File: src/rtl/accel_pkg.sv
// Shared constants, state type and byte-merge helper
// for the accelerator MMIO bridge.
package accel_pkg;

  localparam int NUM_REGS  = 48;
  localparam int RO_BASE   = 40;
  localparam int REG_IDX_W = 6;
  localparam int ADDR_W    = 8;

  typedef enum logic [1:0] {
    IDLE = 2'd0,
    EXEC = 2'd1,
    RESP = 2'd2
  } bridge_state_t;

  // Byte-wise select: strb bit set takes the new byte.
  function automatic logic [31:0] merge_bytes(
    input logic [31:0] old_w,
    input logic [31:0] new_w,
    input logic [3:0]  strb
  );
    logic [31:0] res;
    res = old_w;
    for (int i = 0; i < 4; i++) begin
      if (strb[i]) res[8*i +: 8] = new_w[8*i +: 8];
    end
    return res;
  endfunction

endpackage

File: src/rtl/accel_mmio_bridge.sv
// Core MMIO request -> register_map access bridge.
// One response per request; IDLE -> EXEC -> RESP.
module accel_mmio_bridge
  import accel_pkg::*;
(
  input  logic                 clk,
  input  logic                 rst_n,
  input  logic                 req_valid,
  output logic                 req_ready,
  input  logic                 req_write,
  input  logic [ADDR_W-1:0]    req_addr,
  input  logic [31:0]          req_wdata,
  input  logic [3:0]           req_wstrb,
  output logic                 rsp_valid,
  input  logic                 rsp_ready,
  output logic [31:0]          rsp_rdata,
  output logic                 rsp_err,
  output logic [7:0]           err_count,
  output logic [REG_IDX_W-1:0] rm_read_reg1,
  input  logic [31:0]          rm_read_data1,
  output logic [REG_IDX_W-1:0] rm_write_reg,
  output logic                 rm_reg_write,
  output logic [31:0]          rm_write_data
);

  localparam logic [REG_IDX_W-1:0] NR_I =
    REG_IDX_W'(NUM_REGS);
  localparam logic [REG_IDX_W-1:0] RO_I =
    REG_IDX_W'(RO_BASE);

  bridge_state_t        state_q, state_d;
  logic                 write_q, write_d;
  logic [ADDR_W-1:0]    addr_q, addr_d;
  logic [31:0]          wdata_q, wdata_d;
  logic [3:0]           wstrb_q, wstrb_d;
  logic [REG_IDX_W-1:0] idx_q, idx_d;
  logic [31:0]          rdata_q, rdata_d;
  logic                 err_q, err_d;
  logic [7:0]           cnt_q, cnt_d;

  logic [REG_IDX_W-1:0] req_idx;
  logic [REG_IDX_W-1:0] lat_idx;
  logic                 acc_err;

  assign req_idx = req_addr[ADDR_W-1:2];
  assign lat_idx = addr_q[ADDR_W-1:2];
  assign acc_err = (addr_q[1:0] != 2'b00)
                || (lat_idx >= NR_I)
                || (write_q && (lat_idx >= RO_I));

  assign req_ready    = (state_q == IDLE);
  assign rsp_valid    = (state_q == RESP);
  assign rsp_rdata    = rdata_q;
  assign rsp_err      = err_q;
  assign err_count    = cnt_q;
  assign rm_read_reg1 = idx_q;
  assign rm_write_reg = idx_q;

  // Next-state, request capture and EXEC-cycle access.
  always_comb begin
    state_d       = state_q;
    write_d       = write_q;
    addr_d        = addr_q;
    wdata_d       = wdata_q;
    wstrb_d       = wstrb_q;
    idx_d         = idx_q;
    rdata_d       = rdata_q;
    err_d         = err_q;
    cnt_d         = cnt_q;
    rm_reg_write  = 1'b0;
    rm_write_data = 32'h0;
    unique case (state_q)
      IDLE: begin
        if (req_valid) begin
          write_d = req_write;
          addr_d  = req_addr;
          wdata_d = req_wdata;
          wstrb_d = req_wstrb;
          // Keep register_map away from
          // unimplemented indices.
          idx_d   = (req_idx >= NR_I) ? '0 : req_idx;
          state_d = EXEC;
        end
      end
      EXEC: begin
        state_d = RESP;
        if (acc_err) begin
          rdata_d = 32'h0;
          err_d   = 1'b1;
          if (cnt_q != 8'hFF) cnt_d = cnt_q + 8'd1;
        end else begin
          err_d = 1'b0;
          if (write_q) begin
            rdata_d = 32'h0;
            if (wstrb_q != 4'h0) begin
              rm_reg_write  = 1'b1;
              rm_write_data = merge_bytes(
                rm_read_data1, wdata_q, wstrb_q);
            end
          end else begin
            rdata_d = rm_read_data1;
          end
        end
      end
      RESP: begin
        if (rsp_ready) state_d = IDLE;
      end
      default: state_d = IDLE;
    endcase
  end

  // State and datapath registers.
  always_ff @(posedge clk or negedge rst_n) begin
    if (!rst_n) begin
      state_q <= IDLE;
      write_q <= 1'b0;
      addr_q  <= '0;
      wdata_q <= 32'h0;
      wstrb_q <= 4'h0;
      idx_q   <= '0;
      rdata_q <= 32'h0;
      err_q   <= 1'b0;
      cnt_q   <= 8'h0;
    end else begin
      state_q <= state_d;
      write_q <= write_d;
      addr_q  <= addr_d;
      wdata_q <= wdata_d;
      wstrb_q <= wstrb_d;
      idx_q   <= idx_d;
      rdata_q <= rdata_d;
      err_q   <= err_d;
      cnt_q   <= cnt_d;
    end
  end

endmodule

File: config.mk
export PLATFORM = sky130hd
export DESIGN_NAME = accel_mmio_bridge
export DESIGN_NICKNAME = d
export VERILOG_FILES = /design/src/rtl/accel_pkg.sv /design/src/rtl/accel_mmio_bridge.sv
export SDC_FILE = /design/constraint.sdc
export NUM_CORES = 1
export LEC_CHECK = 0
export CAP_MARGIN = 40
export CORE_ASPECT_RATIO = 0.5
export CORE_MARGIN = 8
export CORE_UTILIZATION = 30
export DETAILED_ROUTE_END_ITERATION = 7
export GPL_ROUTABILITY_DRIVEN = 0
export GPL_TIMING_DRIVEN = 0
export SLEW_MARGIN = 20
export SYNTH_ARGS = -nofsm -noshare
export SYNTH_HDL_FRONTEND = slang
export SYNTH_SLANG_ARGS = --single-unit
File: constraint.sdc
create_clock -name clk -period 1.69 [get_ports clk]
set_input_delay 0.4225 -clock clk [delete_from_list [all_inputs] [get_ports clk]]
set_output_delay 0.4225 -clock clk [all_outputs]
set_load 0.005 [all_outputs]
==> results.ini <==
[worst_setup_path]
worstSetupPathType=reg -> out
startpoint=addr_q[7]
required_ns=1.27
end_kind=output port
cp_max_fo=5
reg2reg_slack_ns=-0.06
r2r-start=addr_q[7]
cp-start-kind=flip-flop
cp.arrival_ns=2.01
r2r_cells=6
r2r_end=err_count[1]

[final_layout]
final_cells=796
ff_latch_area_um2=2282
final_common_cell=nand2_1
syn_to_final_growth_pct=68.06
diodes=0
most-common-layout-cells=140 x nand2_1, 119 x clkdlybuf4s50_1, 87 x dfrtp_1, 32 x mux2i_1, 32 x a22o_1
n_fill_cell=1257
drive_above_1_share_pct=24.35
finalNetCount=698
multi_input_area_um2=1804

[routing]
vias_per_cell=4.539
highest_layer=met4
routedWlPerCell_um=18.20
num_vias=3613
wl_met2_mm=7.622
routed_wl_mm=14.49
drt_iter0_drc=171
drcViolationCount=0
drt_pass1_iterations=6
ant_nets=0
wl_met1_mm=6.301
met3WireLength_um=479

[timing]
worstMarginPinSlew_ns=0.5685
fin_crit_ns=2.436
finalHoldViolations=0
setup_viol=52
rsz0062_at_grt=yes
slew_headroom_pct=62.10
min_period_over_period_pct=144.2
final.setup.worst_slack_ns=-0.7465
hold-worst-slack_ns=0.4785
finalClockSkew_ns=0.007914
fmax_mhz=410.4
slew_violations=0

[min_path]
hold_start=wdata_q[20]
hold_depth=2
hold_end=wdata_q[20]
min_path_type=reg -> reg

[logic_synthesis]
ys_seq_elements=91
synthFlopType=dfrtp_1
synth_area_leaders=dfrtp_1 55%, nand2_1 13%, mux2i_1 7.7%
avgSynthCellArea_um2=10.21
yosys_warnings=0
yosysTopAreaCellShare_pct=55.05
synth_edf_count=0
synth_cells=405
synthArstFlopShare_pct=100.0
syn-num-nets=487
synth_top_cell_by_area=dfrtp_1
ys_types=36
yosysSeqAreaShare_pct=55.05
synth_area_um2=4136

[grt]
grt_pass1_wl_mm=22.20
grt_usage_pct=15.61
grt_pass1_vias=3815
overflow=0
antenna_found_initial=0
grt_max_degree=66

[power_and_ir_drop]
powerDensity_nw_per_um2=1624
vdd_drop_max_mv=0.5167
total_power_mw=11.29
p_leak_nw=3.417

[clocking]
cts_tree=yes
clk_pin_slew_ns=0.07
clockBufferDepth=2
clk_latency_ns=0.33
cts_max_level=3
numCtsBuffers=9
cts_root_buf=clkbuf_16
clock_sinks=91

[status]
violations=setup timing
status=finished, violations left

[floorplan]
ios=169
die-area_um2=18030
die_y_um=99.03
initial_utilization_pct=30.61
num_rows=30
die_x_um=182.1
core_um2=13510

[place]
post-dp-hpwl_mm=10.00
place_inst=750
io_buffers=168

[run]
drv_cap=0

==> per-stage QoR <==
stage	cell area [µm²]	setup TNS, ns	util, %	worst slack (ns)
finish	6952	-22.63	51.44	-0.7465
global route	6952	-26.51	51.44	-0.8281
CTS	6696	-26.68	49.56	-0.8611
detailed placement	6081	-36.93	45.00	-0.7794
global placement	6052	-353.49	44.79	-3.489
floorplan	4150	-2.804	-	-0.09689
==> kinds of logic after synthesis <==
group | synth area share [%]
simple gates | 21.57
flops | 55.05
compound gates | 8.530
buf+inv | 5.384
mux | 8.106
xor+xnor | 1.059
fa+ha+maj | 0.3024
==> worst max path at each step <==
stage | to | slack, ns | cells after the start
floorplan | rm_write_data[0] | -0.1 | 5
global placement | rsp_rdata[4] | -3.49 | 1
detailed placement | rm_write_data[15] | -0.78 | 6
CTS | rm_write_data[30] | -0.86 | 8
global route | rm_write_data[17] | -0.83 | 8
finish | rm_write_data[19] | -0.75 | 8
==> synthesized netlist by cell type (2+ instances only) <==
cell	number
nor3_4	2
a22o_1	32
nand3b_1	2
nand3_1	6
inv_1	3
nand2b_1	2
buf_2	3
clkbuf_1	11
and3_4	2
xnor2_1	5
nor2_2	10
and3_1	3
nand2_1	140
nor2_1	23
a21oi_1	2
dfrtp_1	91
buf_6	7
buf_4	9
nand4_1	4
mux2i_1	32
==> critical path, stage by stage, from the launching register on <==
cell     delay, ns
dfrtp_1       0.40
a211o_4       0.36
nor3_4        0.18
nand3_4       0.14
buf_12        0.16
buf_8         0.12
buf_12        0.14
nor2_4        0.07
buf_2         0.11
==> routing by layer <==
metal	GRT usage, %	up-vias
li1	-	1763
met1	19.62	1774
met2	27.70	67
met3	3.304	9
met4	2.442	0
met5	0	-
==> registers in the layout (all words and copies together), names as in the netlist <==
name,cells
rsp_rdata,32
wdata_q,32
err_count,8
rm_read_reg1,6
addr_q,5
wstrb_q,4
state_q,2
rsp_err,1
write_q,1
==> repair_timing <==
action                                 CTS  global route
endpoints found under the hold margin   26             0
buffers inserted                        20            11
setup endpoints to repair               51           102
pin swaps                               36             7
hold buffers                             1             0
cloned                                   3             3
gates resized for setup                184            60
==> power breakdown <==
group | switching (mW) | internal [mW]
logic | 2.27 | 2.76
registers | 0.598 | 3.19
clock network | 0.843 | 1.63
==> layout make-up <==
class / count / share of cell area (%)
Clock buffer: 10 / 3.438
Sequential cell: 91 / 32.83
Buffer: 26 / 3.114
Multi-Input combinational cell: 279 / 25.95
Tap cell: 176 / 3.168
Clock inverter: 5 / 1.800
Timing Repair Buffer: 205 / 29.43
Inverter: 4 / 0.2700
(Power assumes the default switching activity.)
